`config.mk`:
```
export PLATFORM = sky130hd
export DESIGN_NAME = size_patch_writer
export DESIGN_NICKNAME = d
export VERILOG_FILES = /design/src/rtl/size_patch_writer.sv
export SDC_FILE = /design/constraint.sdc
export NUM_CORES = 1
export LEC_CHECK = 0
export ABC_AREA = 1
export BUFFER_PORTS_ARGS = -buffer_cell sky130_fd_sc_hd__buf_2
export CAP_MARGIN = 10
export CELL_PAD_IN_SITES_DETAIL_PLACEMENT = 0
export CELL_PAD_IN_SITES_GLOBAL_PLACEMENT = 1
export CORE_MARGIN = 2
export CORE_UTILIZATION = 49
export DETAILED_ROUTE_END_ITERATION = 8
export MAX_ROUTING_LAYER = met4
export PLACE_DENSITY = 0.78
export SLEW_MARGIN = 10
export SYNTH_ARGS = -nofsm -noshare
export SYNTH_HDL_FRONTEND = slang
export SYNTH_SLANG_ARGS = --single-unit
```
`constraint.sdc`:
```
create_clock -name clock -period 7.52 [get_ports clock]
set_input_delay 0.376 -clock clock [delete_from_list [all_inputs] [get_ports clock]]
set_output_delay 0.376 -clock clock [all_outputs]
set_load 0.01 [all_outputs]
```
`src/rtl/size_patch_writer.sv`:
```
// Size-patch consumer: queues (offset, value, size) requests and writes each value
// big-endian, one byte per granted cycle, into the shared bitstream memory port.
module size_patch_writer #(
  parameter int FIFO_DEPTH = 8,
  parameter int CNT_W      = 16
) (
  input  logic             clock,
  input  logic             reset_n,
  input  logic [31:0]      offset_addr,
  input  logic [31:0]      val,
  input  logic [31:0]      byte_size,
  input  logic             mem_grant,
  output logic             mem_we,
  output logic [31:0]      mem_addr,
  output logic [7:0]       mem_wdata,
  output logic             busy,
  output logic             overflow,
  output logic             bad_size,
  output logic [CNT_W-1:0] patch_done_count
);

  localparam int PTR_W = $clog2(FIFO_DEPTH);
  localparam logic [PTR_W:0] DEPTH_C = FIFO_DEPTH[PTR_W:0];

  typedef struct packed {
    logic [31:0] addr;
    logic [31:0] val;
    logic [2:0]  size;
  } entry_t;

  typedef enum logic {IDLE, WRITE} state_t;

  // Selects byte i of an n-byte big-endian field (byte 0 is the most significant).
  function automatic logic [7:0] byte_of(input logic [31:0] v, input logic [2:0] n,
                                         input logic [2:0] i);
    logic [2:0]  sh;
    logic [31:0] s;
    sh = n - 3'd1 - i;
    s  = v >> {sh[1:0], 3'b000};
    return s[7:0];
  endfunction

  state_t           state_q, state_d;
  entry_t           fifo_mem [FIFO_DEPTH];
  entry_t           head;
  logic [PTR_W-1:0] wr_ptr_q, rd_ptr_q;
  logic [PTR_W:0]   count_q, count_d;
  logic [31:0]      val_q, addr_q;
  logic [2:0]       n_q;
  logic [1:0]       idx_q;
  logic [7:0]       wdata_q;
  logic [CNT_W-1:0] done_q;
  logic             overflow_q, bad_size_q;
  logic             req_legal, req_illegal, push, pop, last;

  assign req_legal   = (byte_size != 32'd0) && (byte_size <= 32'd4);
  assign req_illegal = (byte_size > 32'd4);
  assign pop         = (state_q == IDLE) && (count_q != '0);
  // A full FIFO still accepts when the head is being popped on the same edge.
  assign push        = req_legal && ((count_q != DEPTH_C) || pop);
  assign head        = fifo_mem[rd_ptr_q];
  assign last        = ({1'b0, idx_q} == (n_q - 3'd1));

  always_comb begin
    count_d = count_q;
    case ({push, pop})
      2'b10:   count_d = count_q + 1'b1;
      2'b01:   count_d = count_q - 1'b1;
      default: count_d = count_q;
    endcase
  end

  // NOTE: queue storage carries no reset; only pointers and count define validity.
  always_ff @(posedge clock) begin
    if (push) fifo_mem[wr_ptr_q] <= '{addr: offset_addr, val: val, size: byte_size[2:0]};
  end

  // NOTE: all sequential state uses non-blocking assignments so every register
  // samples pre-edge values regardless of process ordering.
  always_ff @(posedge clock or negedge reset_n) begin
    if (!reset_n) begin
      wr_ptr_q   <= '0;
      rd_ptr_q   <= '0;
      count_q    <= '0;
      overflow_q <= 1'b0;
      bad_size_q <= 1'b0;
    end else begin
      if (push) wr_ptr_q <= wr_ptr_q + 1'b1;
      if (pop)  rd_ptr_q <= rd_ptr_q + 1'b1;
      count_q <= count_d;
      if (req_legal && !push) overflow_q <= 1'b1;
      if (req_illegal)        bad_size_q <= 1'b1;
    end
  end

  always_ff @(posedge clock or negedge reset_n) begin
    if (!reset_n) state_q <= IDLE;
    else          state_q <= state_d;
  end

  always_comb begin
    state_d = state_q;
    case (state_q)
      IDLE:    if (pop) state_d = WRITE;
      WRITE:   if (mem_we && last) state_d = IDLE;
      default: state_d = IDLE;
    endcase
  end

  always_comb begin
    mem_we = (state_q == WRITE) && mem_grant;
    busy   = (state_q != IDLE) || (count_q != '0);
  end

  // Address and data are registered so they never glitch while the strobe is high.
  always_ff @(posedge clock or negedge reset_n) begin
    if (!reset_n) begin
      val_q   <= '0;
      n_q     <= '0;
      idx_q   <= '0;
      addr_q  <= '0;
      wdata_q <= '0;
      done_q  <= '0;
    end else if (pop) begin
      val_q   <= head.val;
      n_q     <= head.size;
      idx_q   <= '0;
      addr_q  <= head.addr;
      wdata_q <= byte_of(head.val, head.size, 3'd0);
    end else if (mem_we) begin
      idx_q   <= idx_q + 2'd1;
      addr_q  <= addr_q + 32'd1;
      wdata_q <= byte_of(val_q, n_q, {1'b0, idx_q} + 3'd1);
      if (last) done_q <= done_q + 1'b1;
    end
  end

  assign mem_addr         = addr_q;
  assign mem_wdata        = wdata_q;
  assign overflow         = overflow_q;
  assign bad_size         = bad_size_q;
  assign patch_done_count = done_q;

endmodule
```
### Yosys cells after proc, flatten, opt, wreduce, memory -nomap -nowiden

Memories as Yosys holds them, arrays and structs flattened.
Cells that the tools add are included.

* flip-flop bits (word level): 106
* memory bits (writable): 536
* input port bits: 99
* output and inout port bits: 60
* word-level logic and storage cells: 60
* memories: 1

Memories
* fifo_mem: depth 8, bits a word 67, read ports 1, clocked after memory_dff 0, write ports 1, RTL line 44 `entry_t fifo_mem [FIFO_DEPTH];`

* add/subtract/negate cells: 11
* $lt $le $gt $ge: 2
* equal/unequal tests: 4
* shift-type cells: 2
* muxes and demuxes: 12
* bitwise gates (word level): 2
* reductions and logical operators: 14

Operators by type and width (count)
* 32-bit two-way mux: 2
* 32-bit by 5-bit >> shifter with 8-bit output: 2
* 32-bit by 1-bit adder with 32-bit output (second input constant): 1
* 32-bit by 3-bit > comparator with 1-bit output (second input constant): 1
* 32-bit by 3-bit <= comparator with 1-bit output (second input constant): 1
* 32-bit nonzero test: 1
* 16-bit by 1-bit adder with 16-bit output (second input constant): 1
* 8-bit two-way mux: 2
* 4-bit case mux with 2 select lines: 1
* 3-bit by 1-bit adder with 3-bit output (second input constant): 2
* 1-bit logical AND: 6
* 2-bit by 1-bit adder with 2-bit output (second input constant): 2
* 4-bit by 1-bit adder with 4-bit output (second input constant): 1
* 1-bit two-way mux: 4
* 2-bit two-way mux: 2
* 4-bit inequality test (second input constant): 1
* 2-bit nonzero test: 2
* 4-bit nonzero test: 1
* 4-bit by 1-bit subtractor with 4-bit output (second input constant): 1
* 2-bit by 3-bit == test with 1-bit output: 1
* 3-bit AND reduction: 1
* 3-bit by 1-bit subtractor with 3-bit output (second input constant): 1
* 2-bit by 1-bit == test with 1-bit output (second input constant): 1
* 2-bit == test (second input constant): 1
* 6 further kinds: 8

### Longest topological paths before layout

Gate-level depths: netlist (run 1).

* word-level depth: 6
* mapped depth: 18
* mapped depth without buffers: 18

### Worst setup path after synthesis (run 1)

OpenSTA, ideal clock, no wires.

* path kind: input port to flip-flop
* from: in byte_size[3]
* to: mem fifo_mem[2][0] in the netlist's numbering (enable)
* setup time: 0.575 ns
* data arrival time: 5.842 ns
* data required time: 6.945 ns
* path slack: 1.104 ns
* stages on the path: 7
* buffers on the path: 0
* cells stage by stage: or2_1 > nor2_1 > nand3_1 > nor2_2 > nand3_1 > or2_1 > nor3_1

* longest elaborated chain between the ends: 5
* elaborated cells on any way between the ends: 6
* classes of those cells: order compare: 1; mux: 2; reduce/logical: 3

Ends and longest elaborated chain
* from (decl): RTL line 11 `input logic [31:0] byte_size,`
* 32-bit by 3-bit <= comparator with 1-bit output or 32-bit nonzero test (tied branches): RTL line 56 `assign req_legal = (byte_size != 32'd0) && (byte_size <= 32'd4);`
* 1-bit logical AND *: RTL line 56
* 1-bit logical AND *: RTL line 60 `assign push = req_legal && ((count_q != DEPTH_C) || pop);`
* 1-bit two-way mux *: RTL line 75 `if (push) fifo_mem[wr_ptr_q] <= '{addr: offset_addr, val: val, size: byte_size[2:0]};`
* 1-bit two-way mux (not written as such) *: RTL line 75
* to (decl): RTL line 44

Mark *: on every way between the ends. The rest lies on a longest branch, timed or not.

### Worst setup path after layout (run 1)

* from: reg rd_ptr_q[0]
* to: reg wdata_q[3] (netlist: mem_wdata[3])

* longest elaborated chain between the ends: 4

Ends and longest elaborated chain
* from (decl): RTL line 46 `logic [PTR_W-1:0] wr_ptr_q, rd_ptr_q;`
* from (signal assigned): RTL line 89 `if (pop) rd_ptr_q <= rd_ptr_q + 1'b1;`
* memory read 8 x 67 bit *
* 2-bit by 1-bit subtractor with 2-bit output: RTL line 38 `sh = n - 3'd1 - i;`
* 32-bit by 5-bit >> shifter with 8-bit output *: RTL line 39 `s = v >> {sh[1:0], 3'b000};`
* 8-bit two-way mux *: RTL line 124 `end else if (pop) begin`
* to (signal assigned): RTL line 129 `wdata_q <= byte_of(head.val, head.size, 3'd0);`
* to (signal assigned): RTL line 133 `wdata_q <= byte_of(val_q, n_q, {1'b0, idx_q} + 3'd1);`
* to (decl): RTL line 51 `logic [7:0] wdata_q;`

Marks and branches as above.
A chain may end at the register's enable or synchronous reset.

==> results by group, run 1 <==
Critical path
  – Reg2Reg Depth: 10
  – R2R Path End: mem_wdata[3]$_DFFE_PN0P_
  – Largest fanout on the critical path: between 100 and 150
  – CP cell instances: inv_6, buf_4, o21ai_0, o21ai_1, o21ai_1, nor2_1, nor2_1, nand2_1, nand2_1, nand2_1
  – Most frequent CP cell: nand2_1
  – CP Class: reg -> reg
  – Critical path's largest stage delay: slightly above 1000 ps
  – Reg-to-Reg Start: rd_ptr_q[0]$_DFFE_PN0P_
  – Delay-heaviest family, CP: flip-flops
  – CP Launch Type: register
  – WP data required: around 8000 ps
  – FF-to-FF setup slack: between 3000 and 4000 ps
  – Crit path DAT: 4190 ps
  – Critical Path End Type: register
  – CP max stage cell: dfrtp_4
  – Buffers and inverters on the worst path: 2

Place
  – Post-Place Cell Area: between 0.02 and 0.03 mm^2
  – DP Cell Count: 3,272
  – I/O Buffers: between 150 and 200
  – Dpl hpwl: a little under 40,000 um
  – Routability cong.: between 0.8 and 0.9
  – Setup WS pre-CTS: about 3700 ps

Drt
  – DR pass1 iterations: 7
  – Final ANT Viol Nets: 0
  – WL final: roughly 68,000 um
  – Drt via density: about 5.4
  – Routed len/inst: approximately 20 um
  – DRC Markers: 0
  – Vias after detailed routing: between 15,000 and 20,000
  – Drt initial violations: ~1,600

Clock network
  – H-tree depth: 3
  – Clk buf depth: 3
  – Clk_lat worst skew: approximately 600 ps
  – Post-CTS Setup Repair Bufs: 0
  – CTS Buf Count: just under 70
  – Clock tree sinks: roughly 640
  – Clock input transition at the sequential cells of the worst setup and hold paths: roughly 60 ps
  – Post-CTS Resized: 0
  – Cts-stage hold buffer count: 1
  – CTS tree: done
  – Root Driver: clkbuf_16

Layout
  – Util after Layout: 56.0%
  – Area growth syn-to-layout: 12.7%
  – Final #Nets: between 2,000 and 3,000
  – Share of cells above drive strength 1: roughly an eighth
  – Fin cells: around 3,400
  – Post-route cell area: 0.0309 mm^2

STA
  – Hold WS: a little over 50 ps
  – Final Setup Violations: 0
  – Setup ws final: roughly 3800 ps
  – Final Max Tran Viols: 0
  – Max Clk Rate: approximately 270 MHz
  – Min Tclk post-route: 3710 ps
  – Worst rel slew slack: 27.5%
  – Clock skew: between 15 and 20 ps
  – Final period utilization: between 40% and 50%
  – Setup TNS: 0 ps
  – Actual slew at the worst max-slew pin: between 1000 and 1500 ps
  – RSZ-0062 raised after global routing: false
  – Final Hold Vio Count: 0

Run status
  – Status: complete, no violations

Logic synthesis
  – Post-Synthesis Cells: 2,464
  – Count of different cell masters after synthesis: 50
  – Synth Cell Area: around 0.027 mm^2
  – Sequential element share of the synthesized area: around two thirds
  – Synth Net Count: around 2,600
  – Synth warn: 0
  – Syn avg cell area: 11.1 um^2
  – Synth Register Bits: ~640
  – Synth area leaders: edfxtp_1 (59%), dfrtp_1 (9.7%), nand2_1 (6.5%)
  – Area leader, netlist: edfxtp_1
  – Post-synth top area share: 58.7%

Min path
  – Worst hold path cell count: 1
  – Worst Hold Launch: offset_addr[27]
  – Min-delay worst type: in -> reg
  – Worst Hold End: fifo_mem[5][62]$_DFFE_PP_

Global route
  – Vias in the first global route: 17,700
  – Tot GR Track Use: ~25%
  – First-pass GRT wire length: between 100,000 and 150,000 um
  – GRT Residual Overflow: 0
  – Largest net degree at the start of global routing: 105
  – Initial antenna violation count: 11

Floorplan
  – Core area: approximately 0.055 mm^2
  – Initial Util: approximately half
  – Die ar.: 0.0579 mm^2
  – I/O pin count: between 150 and 200
  – Num rows: 86
  – Die width: around 240 um
  – Chip height: approximately 240 um

Flow run
  – # Max-Cap Violations: 0

Power
  – PwrDens: 380 mW/mm^2
  – Leak: ~12 nW
  – Peak VDD IR: about 210 uV
  – Tot Pwr: approximately 12 mW
[power breakdown]
part / switching (mW) / internal, mW
registers: 0.361 / 4.10
clock network: 1.33 / 2.09
logic: 2.68 / 1.18
total: 4.37 / 7.37
[state kept, by name, indices dropped and copies added (netlist names)]
name,cells
fifo_mem,536
mem_addr,32
val_q,32
patch_done_count,16
mem_wdata,8
count_q,4
n_q,3
rd_ptr_q,3
wr_ptr_q,3
idx_q,2
bad_size,1
overflow,1
state_q,1
[synth_stat cells (all sizes together)]
library cell  instances
edfxtp              536
nand2               485
nor2                420
o21ai               320
inv                 142
dfrtp               106
nand3                97
buf                  94
o211ai               43
clkbuf               36
nor3                 29
o221ai               29
a31oi                24
a21oi                21
xor2                 20
nand4                13
xnor2                13
ha                    8
o22ai                 7
or2                   6
o21bai                3
a221o                 2
a22oi                 2
nand3b                2
a21boi                1
a221oi                1
and2                  1
fa                    1
nor4                  1
o311ai                1
[routing by layer]
metal	global-route usage [%]	routed length [um]	up-vias
met5	-	0	-
met4	8.23	1720	0
met3	3.81	3970	101
met2	37.8	31800	506
met1	33.5	30200	8985
li1	-	-	8797
[how the worst max path moves through the flow]
stage | cells past startpoint | end | start
floorplan | 7 | fifo_mem[2][0]$_DFFE_PP_ | byte_size[3]
global placement | 10 | fifo_mem[0][50]$_DFFE_PP_ | byte_size[1]
detailed placement | 10 | fifo_mem[0][50]$_DFFE_PP_ | byte_size[1]
CTS | 13 | mem_wdata[2]$_DFFE_PN0P_ | rd_ptr_q[0]$_DFFE_PN0P_
global route | 13 | mem_wdata[2]$_DFFE_PN0P_ | rd_ptr_q[0]$_DFFE_PN0P_
finish | 10 | mem_wdata[3]$_DFFE_PN0P_ | rd_ptr_q[0]$_DFFE_PN0P_
[logic make-up (layout without fill, tap and decap cells)]
family	count (synthesis)	after routing	share of synthesized area (%)
AND/OR/NAND/NOR	1054	1054	15.7
XOR/XNOR	33	33	1.08
AO/OA/AOI/OAI	454	454	9.37
buffers and inverters	272	455	5.04
flip-flops	642	642	68.4
other	0	10	0
adder cells (fa/ha/maj)	9	9	0.438
[layout make-up]
| class | instances | area [um^2] |
|---|---|---|
| Clock buffer | 89 | 1860 |
| Inverter | 142 | 539 |
| Clock inverter | 33 | 405 |
| Multi-Input combinational cell | 1550 | 7340 |
| Fill cell | 4652 | 24300 |
| Timing Repair Buffer | 191 | 1040 |
| Antenna cell | 10 | 25.0 |
| Tap cell | 748 | 936 |
| Sequential cell | 642 | 18800 |
[placed cells by master (no fill, tap or decap), drive strengths merged]
master and count:
edfxtp 536, nand2 485, nor2 420, o21ai 320, buf 190, inv 142, dfrtp 106, nand3 97
clkbuf 89, o211ai 43, o221ai 29, nor3 29, a31oi 24, clkinv 23, a21oi 21, xor2 20
xnor2 13, nand4 13, diode 10, bufinv 10, ha 8, o22ai 7, or2 6, o21bai 3
a221o 2, a22oi 2, nand3b 2, and2 1, o311ai 1, a21boi 1, nor4 1, a221oi 1
fa 1, dlygate4sd3 1
Note: power is estimated with default switching activity, not from simulation.
==> inputs of run 2 (changes only) <==
--- a/config.mk
+++ b/config.mk
@@ -5,16 +5,16 @@
 export SDC_FILE = /design/constraint.sdc
 export NUM_CORES = 1
 export LEC_CHECK = 0
-export ABC_AREA = 1
+export ABC_AREA = 0
 export BUFFER_PORTS_ARGS = -buffer_cell sky130_fd_sc_hd__buf_2
 export CAP_MARGIN = 10
 export CELL_PAD_IN_SITES_DETAIL_PLACEMENT = 0
 export CELL_PAD_IN_SITES_GLOBAL_PLACEMENT = 1
 export CORE_MARGIN = 2
-export CORE_UTILIZATION = 49
+export CORE_UTILIZATION = 53
 export DETAILED_ROUTE_END_ITERATION = 8
 export MAX_ROUTING_LAYER = met4
-export PLACE_DENSITY = 0.78
+export PLACE_DENSITY = 0.79
 export SLEW_MARGIN = 10
 export SYNTH_ARGS = -nofsm -noshare
 export SYNTH_HDL_FRONTEND = slang
==> constraint.sdc (replaced) <==
create_clock -name clock -period 3.9 [get_ports clock]
set_input_delay 0.195 -clock clock [delete_from_list [all_inputs] [get_ports clock]]
set_output_delay 0.195 -clock clock [all_outputs]
set_load 0.01 [all_outputs]
==> results by group, run 2 <==
Run status
  – Status: complete, no violations

Flow run
  – # Max-Cap Violations: 0 (unchanged)

Layout
  – Max reg flops: 536 (unchanged)
  – Most frequent cells in the layout: edfxtp_1 (536), buf_2 (157), mux4_2 (125)
  – FILL cells: 3,276 (-30%)
  – Final #Nets: 1,709 (-37%)
  – Register Area: 0.0188 mm^2 (about the same)
  – Area of the multi-input gates: 0.00652 mm^2 (-11%)
  – Util after Layout: 62.9% (+6.9 points)
  – Share of cells above drive strength 1: 28.3% (+16 points)
  – Post-route cell area: 0.0300 mm^2 (-2.8%)
  – Area growth syn-to-layout: 17.1%
  – Top reg by flops: fifo_mem
  – Most common cell after layout, fill and taps aside: edfxtp_1

Power
  – Seq pwr share: 52.8% (+15 points)
  – Leak: 10.1 nW (-13%)
  – Peak VDD IR: 354 uV (+72%)
  – Sw Pwr: 3.03 mW (-31%)
  – Cell Int Power: 11.4 mW (+55%)
  – Clock Power Share: 41.9% (+13 points)
  – Switching Fraction: 21.0% (-16 points)
  – PwrDens: 482 mW/mm^2 (+27%)
  – Comb power frac: 5.3% (-28 points)

Clock network
  – Clock tree sinks: 642 (unchanged)
  – Clk buf depth: 3 (unchanged)
  – Cts-stage hold buffer count: 68 (+67)
  – CTS Buf Count: 66 (-2.9%)
  – Post-CTS Resized: 0 (unchanged)
  – Root Driver: clkbuf_16
  – Clock input transition at the sequential cells of the worst setup and hold paths: 60 ps (about the same)
  – CTS tree: done
  – Clk_lat worst skew: 580 ps (about the same)
  – H-tree depth: 3 (unchanged)
  – Post-CTS Setup Repair Bufs: 0 (unchanged)

Floorplan
  – I/O pin count: 159 (unchanged)
  – Die ar.: 0.0502 mm^2 (-13%)
  – Die width: 224 um (-6.9%)
  – Core area: 0.0477 mm^2 (-14%)
  – Initial Util: 53.7% (+4.0 points)
  – Chip height: 224 um (-6.9%)
  – Num rows: 80 (-7.0%)

Logic synthesis
  – Ys flop type: edfxtp_1
  – Synth async-reset ratio: 16.5% (unchanged)
  – Synth Register Bits: 642 (unchanged)
  – Synth area leaders: edfxtp_1 (63%), mux4_2 (11%), dfrtp_1 (10%)
  – Synth warn: 0 (unchanged)
  – EDFF count, synth: 536 (unchanged)
  – Sequential element share of the synthesized area: 73.1% (+4.8 points)
  – Synth Net Count: 1,444 (-44%)
  – Synth Cell Area: 0.0256 mm^2 (-6.5%)
  – Post-synth top area share: 62.8% (+4.1 points)
  – Post-Synthesis Cells: 1,336 (-46%)
  – Area leader, netlist: edfxtp_1
  – Most common cell in the netlist: edfxtp_1
  – Commonest cells post-synth: edfxtp_1 (536), mux4_2 (125), dfrtp_1 (106), nand2_1 (68), mux2i_1 (52)
  – Count of different cell masters after synthesis: 59 (+18%)
  – Syn avg cell area: 19.2 um^2 (+72%)

Global route
  – Vias in the first global route: 13,700 (-23%)
  – Initial antenna violation count: 6 (-5)
  – First-pass GRT wire length: 82,500 um (-21%)
  – Tot GR Track Use: 22.7% (-1.8 points)
  – Largest net degree at the start of global routing: 88 (-16%)
  – GRT Residual Overflow: 0 (unchanged)

Critical path
  – Delay-heaviest family, CP: multiplexers
  – WP data required: 4400 ps (-3600 ps)
  – Critical path's largest stage delay: 590 ps (-440 ps)
  – CP max stage cell: dfrtp_4
  – Reg-to-Reg Start: rd_ptr_q[0]$_DFFE_PN0P_
  – Critical Path End Type: register
  – Buffers and inverters on the worst path: 0 (-2)
  – CP Launch Type: register
  – CP startpoint: rd_ptr_q[0]$_DFFE_PN0P_
  – Largest fanout on the critical path: 14 (-87%)
  – CP cell instances: mux4_2, mux2i_4, mux2_2, a221o_1, a21oi_1
  – Crit path DAT: 3190 ps (-1000 ps)
  – CP Class: reg -> reg

Drt
  – WL final: 53,400 um (-21%)
  – DR pass1 iterations: 7 (unchanged)
  – Drt via density: 5.83 (+8.0%)
  – Final ANT Viol Nets: 0 (unchanged)
  – DRC Markers: 0 (unchanged)
  – Drt initial violations: 1,266 (-22%)
  – Routed len/inst: 23.5 um (+18%)
  – Vias after detailed routing: 13,300 (-28%)

Place
  – I/O Buffers: 158 (unchanged)
  – Dpl hpwl: 31,000 um (-20%)
  – Post-Place Cell Area: 0.0273 mm^2 (-4.7%)
  – Setup WS pre-CTS: 1020 ps (-2710 ps)
  – Routability cong.: 0.773 (-12%)

STA
  – Worst rel slew slack: 35.4% (+7.9 points)
  – Final Hold Vio Count: 0 (unchanged)
  – Final Setup Violations: 0 (unchanged)
  – Min Tclk post-route: 2690 ps (-1020 ps)
  – RSZ-0062 raised after global routing: false
  – Final period utilization: 69.0% (+20 points)
  – Actual slew at the worst max-slew pin: 969 ps (-118 ps)
  – Max Clk Rate: 371 MHz (+38%)
  – Setup ws final: 1210 ps (-2600 ps)
  – Final Max Tran Viols: 0 (unchanged)
  – Clock skew: 15.2 ps (-2.36 ps)
  – Setup TNS: 0 ps (unchanged)

Min path
  – Worst Hold Launch: byte_size[19]
  – Min-delay worst type: in -> reg
run 2: cell types whose count changed after synthesis, moves of 33 or more:
cell,delta
mux2i_1,+52
mux4_2,+125
mux2_2,+33
nand2_1,-410
nand3_1,-72
o211ai_1,-42
nor2_1,-378
inv_1,-122
o21ai_1,-57
o21ai_0,-225
run 2: per-stage QoR:
step / instances / total power [mW] / hold WS, ps
2_1_floorplan: 1336 / 8.14 / -101
3_3_place_gp: 2080 / 8.48 / 388
3_5_place_dp: 2080 / 8.50 / 390
4_1_cts: 2266 / 14.6 / 79.4
5_1_grt: 2272 / 14.9 / 143
6_report: 2273 / 14.5 / 107
run 2: path summary, 6_finish.rpt:
check	to	slack [ps]	cells after the start
setup / recovery	mem_wdata[3]$_DFFE_PN0P_	1210	5
hold / removal	bad_size$_DFFE_PN0P_	110	4
setup reg to reg	mem_wdata[3]$_DFFE_PN0P_	1210	5
hold reg to reg	patch_done_count[15]$_DFFE_PN0P_	460	1
max in group asynchronous	mem_wdata[4]$_DFFE_PN0P_	2650	3
min in group asynchronous	count_q[2]$_DFFE_PN0P_	290	2
run 2: kinds of logic after synthesis:
group / after synthesis / synth area share, %
buf+inv: 75 / 1.84
xor+xnor: 54 / 1.90
flops: 642 / 73.1
compound gates: 124 / 3.00
fa+ha+maj: 9 / 0.468
mux: 218 / 15.2
simple gates: 214 / 4.47
run 2: final cells by class:
type / instances / area share (%)
multi-input cells: 619 / 21.7
flip-flops and latches: 642 / 62.5
clock buffers: 90 / 6.14
clock inverters: 28 / 0.796
repair buffers: 260 / 6.13
diodes: 7 / 0.0583
inverters: 12 / 0.150
well taps: 615 / 2.56
run 2: power by group through the flow:
stage / Clock (mW) / Sequential, mW / Combinational, mW
2_1_floorplan: 0 / 7.77 / 0.370
3_3_place_gp: 0 / 7.79 / 0.691
3_5_place_dp: 0 / 7.79 / 0.713
4_1_cts: 6.16 / 7.65 / 0.771
5_1_grt: 6.41 / 7.65 / 0.835
6_report: 6.06 / 7.64 / 0.767
run 2: routing by layer:
layer | wire [um] | track usage, %
met2 | 25900 | 34.6
met3 | 3260 | 3.91
met4 | 919 | 6.24
met1 | 23400 | 32.0
met5 | 0 | -
run 2: worst register-to-register path, stage by stage (launching register included):
cell     delay, ps
dfrtp_4        590
mux4_2         570
mux2i_4        570
mux2_2         420
a221o_1        340
a21oi_1        110
